`src/rtl/usb_phy_pkg.sv`:
```
// Shared types and constants for the USB PHY power/rate controller.
package usb_phy_pkg;

  localparam int unsigned PWR_W = 2;

  localparam logic [PWR_W-1:0] P0 = 2'b00;
  localparam logic [PWR_W-1:0] P1 = 2'b01;
  localparam logic [PWR_W-1:0] P2 = 2'b10;
  localparam logic [PWR_W-1:0] P3 = 2'b11;

  typedef enum logic [2:0] {
    RST_WAIT = 3'd0,
    IDLE     = 3'd1,
    APPLY    = 3'd2,
    SETTLE   = 3'd3,
    ACK      = 3'd4
  } pwr_fsm_e;

endpackage

```
`src/rtl/usb_settle_timer.sv`:
```
// Loadable down-counter; done_o is high while the count is at or below one.
module usb_settle_timer #(
  parameter int unsigned W = 7
) (
  input  logic         clk_i,
  input  logic         rst_ni,
  input  logic         load_i,
  input  logic [W-1:0] load_val_i,
  input  logic         dec_i,
  output logic         done_o
);

  logic [W-1:0] count_q, count_d;
  logic         done_q, done_d;

  always_comb begin
    count_d = count_q;
    if (load_i) begin
      count_d = load_val_i;
    end else if (dec_i && (count_q != W'(0))) begin
      count_d = count_q - W'(1);
    end
    done_d = (count_d <= W'(1));
  end

  always_ff @(posedge clk_i or negedge rst_ni) begin
    if (!rst_ni) begin
      count_q <= '0;
      done_q  <= 1'b1;
    end else begin
      count_q <= count_d;
      done_q  <= done_d;
    end
  end

  assign done_o = done_q;

endmodule

```
`src/rtl/usb_power_ctrl.sv`:
```
// PIPE power-state / rate sequencer: applies MAC requests, waits a settle
// time, and reports completion on PHYSTATUS.
module usb_power_ctrl #(
  parameter int unsigned SETTLE_CYCLES  = 16,
  parameter int unsigned P3_EXIT_CYCLES = 64
) (
  input  logic       DATA_CLK_125,
  input  logic       DATA_RST,
  input  logic [1:0] POWERDOWN_REQ,
  input  logic       RATE_REQ,
  input  logic       TXELECIDLE_REQ,
  output logic [1:0] DATA_POWER,
  output logic       DATA_RATE,
  output logic       TXELECIDLE,
  output logic       PHYSTATUS,
  output logic       BUSY,
  output logic       RATE_ERR
);

  import usb_phy_pkg::*;

  localparam int unsigned SETTLE_MAX = (SETTLE_CYCLES > P3_EXIT_CYCLES) ?
                                       SETTLE_CYCLES : P3_EXIT_CYCLES;
  localparam int unsigned CNT_W      = (SETTLE_MAX < 1) ? 1 : $clog2(SETTLE_MAX + 1);

  pwr_fsm_e         state_q, state_d;
  logic [PWR_W-1:0] power_q, power_d;
  logic             rate_q, rate_d;
  logic             txei_q, txei_d;
  logic             phystatus_q, phystatus_d;
  logic             busy_q, busy_d;
  logic             rate_err_q, rate_err_d;
  logic             is_rate_q, is_rate_d;
  logic             from_p3_q, from_p3_d;
  logic             err_blk_q, err_blk_d;
  logic [CNT_W-1:0] rst_cnt_q, rst_cnt_d;

  logic             load_c;
  logic             dec_c;
  logic [CNT_W-1:0] load_val_c;
  logic             timer_done;

  assign load_val_c = from_p3_q ? CNT_W'(P3_EXIT_CYCLES) : CNT_W'(SETTLE_CYCLES);

  usb_settle_timer #(.W(CNT_W)) u_settle_timer (
    .clk_i      (DATA_CLK_125),
    .rst_ni     (DATA_RST),
    .load_i     (load_c),
    .load_val_i (load_val_c),
    .dec_i      (dec_c),
    .done_o     (timer_done)
  );

  // Outputs are decoded from the next state so they line up with the state they describe.
  always_comb begin
    state_d    = state_q;
    power_d    = power_q;
    rate_d     = rate_q;
    is_rate_d  = is_rate_q;
    from_p3_d  = from_p3_q;
    err_blk_d  = err_blk_q;
    rst_cnt_d  = rst_cnt_q;
    rate_err_d = 1'b0;
    load_c     = 1'b0;
    dec_c      = 1'b0;

    unique case (state_q)
      RST_WAIT: begin
        if (32'(rst_cnt_q) + 32'd1 >= SETTLE_CYCLES) begin
          state_d = IDLE;
        end else begin
          rst_cnt_d = rst_cnt_q + CNT_W'(1);
        end
      end
      IDLE: begin
        if (POWERDOWN_REQ != power_q) begin
          power_d   = POWERDOWN_REQ;
          from_p3_d = (power_q == P3);
          is_rate_d = 1'b0;
          state_d   = APPLY;
        end else if (RATE_REQ != rate_q) begin
          if ((power_q == P0) && TXELECIDLE_REQ) begin
            rate_d    = RATE_REQ;
            from_p3_d = 1'b0;
            is_rate_d = 1'b1;
            err_blk_d = 1'b0;
            state_d   = APPLY;
          end else if (!err_blk_q) begin
            // One error pulse per distinct rejected request.
            rate_err_d = 1'b1;
            err_blk_d  = 1'b1;
          end
        end else begin
          err_blk_d = 1'b0;
        end
      end
      APPLY: begin
        load_c  = 1'b1;
        state_d = SETTLE;
      end
      SETTLE: begin
        if (timer_done) begin
          state_d = ACK;
        end else begin
          dec_c = 1'b1;
        end
      end
      ACK: begin
        state_d = IDLE;
      end
      default: begin
        state_d = RST_WAIT;
      end
    endcase

    phystatus_d = (state_d == RST_WAIT) || (state_d == ACK);
    busy_d      = (state_d != IDLE);
    txei_d      = TXELECIDLE_REQ | power_d[1] |
                  (is_rate_d && ((state_d == APPLY) || (state_d == SETTLE)));
  end

  always_ff @(posedge DATA_CLK_125 or negedge DATA_RST) begin
    if (!DATA_RST) begin
      state_q     <= RST_WAIT;
      power_q     <= P2;
      rate_q      <= 1'b0;
      txei_q      <= 1'b1;
      phystatus_q <= 1'b1;
      busy_q      <= 1'b1;
      rate_err_q  <= 1'b0;
      is_rate_q   <= 1'b0;
      from_p3_q   <= 1'b0;
      err_blk_q   <= 1'b0;
      rst_cnt_q   <= '0;
    end else begin
      state_q     <= state_d;
      power_q     <= power_d;
      rate_q      <= rate_d;
      txei_q      <= txei_d;
      phystatus_q <= phystatus_d;
      busy_q      <= busy_d;
      rate_err_q  <= rate_err_d;
      is_rate_q   <= is_rate_d;
      from_p3_q   <= from_p3_d;
      err_blk_q   <= err_blk_d;
      rst_cnt_q   <= rst_cnt_d;
    end
  end

  assign DATA_POWER = power_q;
  assign DATA_RATE  = rate_q;
  assign TXELECIDLE = txei_q;
  assign PHYSTATUS  = phystatus_q;
  assign BUSY       = busy_q;
  assign RATE_ERR   = rate_err_q;

endmodule
```
`config.mk`:
```
export PLATFORM = sky130hd
export DESIGN_NAME = usb_power_ctrl
export DESIGN_NICKNAME = d
export VERILOG_FILES = /design/src/rtl/usb_phy_pkg.sv /design/src/rtl/usb_settle_timer.sv /design/src/rtl/usb_power_ctrl.sv
export SDC_FILE = /design/constraint.sdc
export NUM_CORES = 1
export LEC_CHECK = 0
export ABC_CLOCK_PERIOD_IN_PS = 2680
export BUFFER_PORTS_ARGS = -buffer_cell sky130_fd_sc_hd__clkbuf_2
export CAP_MARGIN = 20
export CORE_MARGIN = 2
export CORE_UTILIZATION = 50
export DETAILED_ROUTE_END_ITERATION = 6
export HOLD_SLACK_MARGIN = 0.05
export PLACE_DENSITY = 0.67
export SETUP_SLACK_MARGIN = 0.2
export SLEW_MARGIN = 25
export SYNTH_ARGS = -nofsm -noshare
export SYNTH_HDL_FRONTEND = slang
export SYNTH_SLANG_ARGS = --single-unit
```
`constraint.sdc`:
```
create_clock -name DATA_CLK_125 -period 2.68 [get_ports DATA_CLK_125]
set_input_delay 0.134 -clock DATA_CLK_125 [delete_from_list [all_inputs] [get_ports DATA_CLK_125]]
set_output_delay 0.134 -clock DATA_CLK_125 [all_outputs]
set_load 0.03 [all_outputs]
```
==> impl_metrics.toml, run 1 <==
[status]
status = "complete, no violations"

[clock_network]
clockBufferDepth = 2
clk_pin_slew_ps = 150
numCtsBuffers = 3
htree_num_levels = 1
clk_latency_ps = 340
clockRootBuffer = "clkbuf_4"
cts_tree = "yes"
clock-sinks = 28
cts_resized = 0

[timing]
rsz0062_at_grt = "false"
tns_ps = 0
max_freq_mhz = 452
slew_headroom = 0.538
setup_violations = 0
period_needed_ps = 2210
drv_slew = 0
finalHoldViolations = 0
setup_ws_ps = 468
worstMarginPinSlew_ps = 693
whs_ps = 350
fin_crit_sh = 0.825
skew_ps = 8.69

[synthesis]
synthArstFlopShare = 1.00
synthSimpleGateAreaFrac = 0.238
synth_top_family_by_area = "simple AND/OR/NAND/NOR gates"
synth_fa_ha_area_frac = 0.0277
synth_common_cells = "dfrtp_1 (23), nand2_1 (17), nor2_1 (11)"
synth_xor_area_frac = 0.0518
syn_inst = 123
syn-num-nets = 132
synth_compound_area_frac = 0.0887
yosysTopAreaCell = "dfrtp_1"
synth_edf_count = 0
yosysMostFrequentCell = "dfrtp_1"
synth-seq-area-share = 0.522
synth_top_area_frac = 0.425
synth_ff_type = "dfrtp_1"
synth_area_um2 = 1350
synth.area.top_cells = "dfrtp_1 (43%), dfstp_2 (9.7%), nand2_1 (4.7%)"
syn_avg_cell_area_um2 = 11.0
synth_mux_area_frac = 0.0462
synth-seq-cells = 28
ys_warn_count = 0
ys_types = 42

[floorplan]
die_y_um = 56.0
dieArea_um2 = 3140
rows = 18
core_area_um2 = 2520
die_w_um = 56.0
start_util = 0.537
ios = 13

[power_and_ir_drop]
cellPowerDensity_nw_per_um2 = 1220
p_sw_frac = 0.400
p_seq_frac = 0.408
leakage_nw = 0.716
p_int_mw = 1.13
power_mw = 1.88
vdd_drop_max_v = 0.000850
p_comb_frac = 0.444
clkPwrFrac = 0.148
p_sw_uw = 754

[setup_path]
reg2reg_slack_ps = 470
r2r-end = "u_settle_timer.done_o"
cp-end-kind = "flop"
r2r-start = "u_settle_timer.count_q[0]"
rr_worst_depth = 7
startpoint = "u_settle_timer.count_q[0]"
critPathSlowestCell = "or4b_4"
cp_max_fo = 5
startpoint_type = "flop"
worstPathArrival_ps = 2470
crit_type = "flop to flop"
worstPathRequired_ps = 2940
critPathMaxStageDelay_ps = 490
critPathCapture = "u_settle_timer.done_o"
crit_chain = "inv_1, ha_1, or4b_4, o31a_4, or3b_1, nand3_1, nor4bb_4"

[placed_design]
dp_cells = 162
place_congestion = 0.874
port_buffers = 12
pre_cts_ws_ps = 500
dpl_cell_area_um2 = 1440
hpwlAfterDp_um = 1740

[final_layout]
syn_to_final_growth_pct = 13.7
nets = 151
instances_no_fill = 171
fin_util = 0.610
stdcell_area_um2 = 1540
drive_gt1_frac = 0.220
n_antenna_cell = 0

[routing]
wirelength_um = 2410
firstDrtPassIters = 4
viasPerCell = 5.54
post_drt_wl_per_cell_um = 14.1
ant_nets = 0
drt_iter0_markers = 21
drc = 0
vias = 947

[global_route]
grt-ovfl-total = 0
grt_pass1_wl_um = 4420
grt_pass1_vias = 1023
grt_util_all_layers = 0.180
grt_max_degree = 29
antenna_found_initial = 0

[hold_path]
hold_path_class = "input port to async pin"

[flow_run]
cap_violations = 0
registers in the layout, indices dropped and copies added (netlist names):
signal,count
TXELECIDLE,1
DATA_POWER,2
from_p3_q,1
rst_cnt_q,7
state_q,3
u_settle_timer.count_q,7
BUSY,1
DATA_RATE,1
RATE_ERR,1
u_settle_timer.done_o,1
is_rate_q,1
err_blk_q,1
PHYSTATUS,1
power groups by stage:
stage | Sequential [mW] | Combinational (mW) | Clock (mW)
global placement | 0.767 | 0.815 | 0
finish | 0.768 | 0.836 | 0.279
CTS | 0.766 | 0.841 | 0.287
detailed placement | 0.774 | 0.835 | 0
global route | 0.796 | 0.942 | 0.305
floorplan | 0.813 | 0.604 | 0
critical path: cells and delay by family, from the launching register on:
kind | cells | cell delay (ps)
buffers and inverters | 1 | 100
AOI/OAI and AO/OA | 1 | 320
adders and majority gates | 1 | 160
DFF | 1 | 450
and+or+nand+nor | 4 | 1110
area by class of cell:
cell class / instances / area, µm²
timing repair buffer: 18 / 118
tap: 30 / 37.5
clock buffer: 3 / 22.5
clock inverter: 1 / 30.0
sequential: 28 / 707
multi-input combinational: 88 / 613
fill: 209 / 983
inverter: 3 / 11.3
layout by cell type, fill, tap and decap left out, types with 2 or more instances in the layout:
cell type       n
a21oi_1         2
a31oi_1         2
clkbuf_2       12
clkbuf_4        3
dfrtp_1        23
dfstp_2         5
dlygate4sd3_1   5
ha_1            3
inv_1           3
mux2_2          2
mux2i_1         4
nand2_1        17
nand3_1         4
nand4_1         2
nor2_1         11
nor3_1          3
nor3b_1         3
nor4_1          2
o21ai_0         2
or3b_2          2
xnor2_1         3
xor2_1          5
cells by family (layout without fill, tap and decap cells):
family                   after synthesis  in the layout
AO/OA/AOI/OAI                         15             15
XOR/XNOR                               8              8
adder cells (fa/ha/maj)                3              3
buffers and inverters                  7             25
flip-flops                            28             28
multiplexers                           6              6
AND/OR/NAND/NOR                       56             56
per-layer routing:
layer | track usage | part of all wire | wire [µm] | vias up
li1 | - | - | - | 472
met1 | 0.216 | 0.46 | 1100 | 456
met2 | 0.299 | 0.49 | 1190 | 15
met3 | 0.0581 | 0.039 | 93 | 4
met4 | 0.0714 | 0.011 | 26 | 0
met5 | 0 | 0 | 0 | -
worst min path at each step:
stage	start	endpoint	slack [ps]	depth (start not counted)
after floorplan	DATA_RST	DATA_POWER[0]	-160	0
after CTS	DATA_RST	u_settle_timer.count_q[4]	370	2
final	DATA_RST	u_settle_timer.count_q[4]	350	2
after global routing	rst_cnt_q[6]	rst_cnt_q[6]	400	0
after detailed placement	DATA_RST	u_settle_timer.count_q[1]	220	1
after global placement	DATA_RST	u_settle_timer.count_q[2]	210	1
repair_timing:
action                                 4_1_cts  5_1_grt
hold buffers                                 5        0
endpoints found under the hold margin       27        0
setup buffers                                0        0
(Power assumes the default switching activity.)
==> run 2, diff against run 1 <==
--- a/config.mk
+++ b/config.mk
@@ -5,14 +5,15 @@
 export SDC_FILE = /design/constraint.sdc
 export NUM_CORES = 1
 export LEC_CHECK = 0
-export ABC_CLOCK_PERIOD_IN_PS = 2680
+export ABC_AREA = 1
+export ABC_CLOCK_PERIOD_IN_PS = 2000
 export BUFFER_PORTS_ARGS = -buffer_cell sky130_fd_sc_hd__clkbuf_2
 export CAP_MARGIN = 20
 export CORE_MARGIN = 2
 export CORE_UTILIZATION = 50
 export DETAILED_ROUTE_END_ITERATION = 6
 export HOLD_SLACK_MARGIN = 0.05
-export PLACE_DENSITY = 0.67
+export PLACE_DENSITY = 0.7
 export SETUP_SLACK_MARGIN = 0.2
 export SLEW_MARGIN = 25
 export SYNTH_ARGS = -nofsm -noshare
==> constraint.sdc (replaced) <==
create_clock -name DATA_CLK_125 -period 2 [get_ports DATA_CLK_125]
set_input_delay 0.1 -clock DATA_CLK_125 [delete_from_list [all_inputs] [get_ports DATA_CLK_125]]
set_output_delay 0.1 -clock DATA_CLK_125 [all_outputs]
set_load 0.03 [all_outputs]
==> impl_metrics.toml, run 2 <==
[routing]
drc = 0
vias = 1113
firstDrtPassIters = 4
post_drt_wl_per_cell_um = 11.8
drt_iter0_markers = 42
ant_nets = 0
viasPerCell = 5.18
wirelength_um = 2530

[floorplan]
core_area_um2 = 2710
start_util = 0.513
rows = 19
die_y_um = 56.8
die_w_um = 56.8
ios = 13
dieArea_um2 = 3220

[synthesis]
synth_compound_area_frac = 0.0791
synth-seq-area-share = 0.508
yosysTopAreaCell = "dfrtp_1"
synth_ff_type = "dfrtp_1"
synthArstFlopShare = 1.00
ys_warn_count = 0
synth_xor_area_frac = 0.0504
syn_avg_cell_area_um2 = 8.43
synth_top_family_by_area = "simple AND/OR/NAND/NOR gates"
synth-seq-cells = 28
ys_types = 27
synth_area_um2 = 1390
synth_mux_area_frac = 0
synthSimpleGateAreaFrac = 0.273
synth.area.top_cells = "dfrtp_1 (41%), nand2_1 (11%), dfstp_2 (9.4%)"
synth_common_cells = "nand2_1 (40), dfrtp_1 (23), inv_1 (20), nor2_1 (20), o21ai_0 (10)"
synth_top_area_frac = 0.414
synth_fa_ha_area_frac = 0.0270
synth_edf_count = 0
syn_inst = 165
syn-num-nets = 174
yosysMostFrequentCell = "nand2_1"

[clock_network]
numCtsBuffers = 3
clk_pin_slew_ps = 140
clockRootBuffer = "clkbuf_4"
clock-sinks = 28
clockBufferDepth = 2
post_cts_buffers = 0
htree_num_levels = 1
clk_latency_ps = 330
cts_tree = "yes"

[final_layout]
instances_no_fill = 215
syn_to_final_growth_pct = 13.1
nets = 194
drive_gt1_frac = 0.168
final_common_cell = "nand2_1"
n_antenna_cell = 0
layout.cells.most_common_list = "nand2_1 (40), dfrtp_1 (23), nor2_1 (20), inv_1 (19), clkbuf_2 (12)"
reg_top3 = "rst_cnt_q: 7 flops, u_settle_timer.count_q: 7 flops, state_q: 3 flops"

[power_and_ir_drop]
cellPowerDensity_nw_per_um2 = 1550
vdd_drop_max_v = 0.00102
leakage_nw = 0.819
power_mw = 2.44

[global_route]
grt_pass1_vias = 1113
grt_max_degree = 29
grt_pass1_wl_um = 4490
antenna_found_initial = 0
grt-ovfl-total = 0
grt_util_all_layers = 0.179

[setup_path]
cp_max_fo = 10
worstPathArrival_ps = 1930
startpoint_type = "flop"
crit_chain = "inv_2, ha_1, inv_1, nor2_1, nand3_2, nand2_4, inv_1, nand2_1, nand2_1, nor2_1, nand2_1, nor2_1"
worstPathRequired_ps = 2280
cp_num_buf_inv = 3
crit_type = "flop to flop"
critPathMaxStageDelay_ps = 400
critPathSlowestCell = "dfrtp_1"
cp-end-kind = "flop"
critPathTopFamily = "simple AND/OR/NAND/NOR gates"

[timing]
fin_crit_sh = 0.824
slew_headroom = 0.573
rsz0062_at_grt = "true"
max_freq_mhz = 607
skew_ps = 5.46
tns_ps = 0
drv_slew = 0
setup_ws_ps = 352
whs_ps = 302
worstMarginPinSlew_ps = 641
period_needed_ps = 1650
setup_violations = 0
finalHoldViolations = 0

[placed_design]
pre_cts_ws_ps = 319
place_congestion = 0.835
dp_cells = 206
hpwlAfterDp_um = 1940
port_buffers = 12

[flow_run]
cap_violations = 0

[hold_path]
hold_path_class = "input port to async pin"

[status]
status = "complete, no violations"
## run 2: cell count changes in the layout (fill, tap and decap cells not counted), moves of 3 or more
cell	delta
nand2_1	+23
nand3_1	+5
nor3_1	-3
o21ai_0	+8
inv_1	+16
mux2i_1	-4
a21oi_1	+5
nor2_1	+9
## run 2: metal layers
| layer | up-vias | wire length [µm] | track usage | share of wire |
|---|---|---|---|---|
| met5 | - | 0 | 0 | 0 |
| li1 | 563 | - | - | - |
| met4 | 0 | 52 | 0.0963 | 0.021 |
| met3 | 5 | 45 | 0.0207 | 0.018 |
| met2 | 9 | 1320 | 0.304 | 0.52 |
| met1 | 536 | 1120 | 0.222 | 0.44 |
## run 2: logic make-up after synthesis
family | Yosys count
DFF | 28
xor gates and xnor gates | 8
and+or+nand+nor | 82
AOI/OAI and AO/OA | 21
adders and majority gates | 3
buffers and inverters | 23
## run 2: cell type report
| class | instances | area [µm²] |
|---|---|---|
| Fill cell | 264 | 1140 |
| Sequential cell | 28 | 707 |
| Multi-Input combinational cell | 114 | 603 |
| Timing Repair Buffer | 17 | 110 |
| Inverter | 21 | 78.8 |
| Tap cell | 31 | 38.8 |
| Clock buffer | 4 | 36.3 |
## run 2: stage by stage
step,utilization,instance area [µm²]
5_1_grt,0.581,1570
6_report,0.581,1570
3_3_place_gp,0.547,1480
3_5_place_dp,0.547,1480
2_1_floorplan,-,1390
4_1_cts,0.579,1570
## run 2: timing repair
item,in CTS,in global routing
hold buffers,5,0
setup endpoints to repair,0,3
endpoints found under the hold margin,27,0
gates resized for setup,0,2
## run 2: worst paths after layout
path	start	end	slack [ps]	cells past startpoint
min in group DATA_CLK_125	rst_cnt_q[5]	rst_cnt_q[5]	420	0
setup / recovery	u_settle_timer.count_q[0]	u_settle_timer.done_o	350	12
hold reg to reg	rst_cnt_q[5]	rst_cnt_q[5]	420	0
setup reg to reg	u_settle_timer.count_q[0]	u_settle_timer.done_o	350	12
max in group asynchronous	DATA_RST	rst_cnt_q[1]	1290	2
hold / removal	DATA_RST	err_blk_q	300	2
## run 2: where the power goes
part	switching, mW	total (mW)	internal [mW]
logic	0.772	1.19	0.423
registers	0.175	0.970	0.795
clock network	0.161	0.273	0.112
total	1.11	2.44	1.33
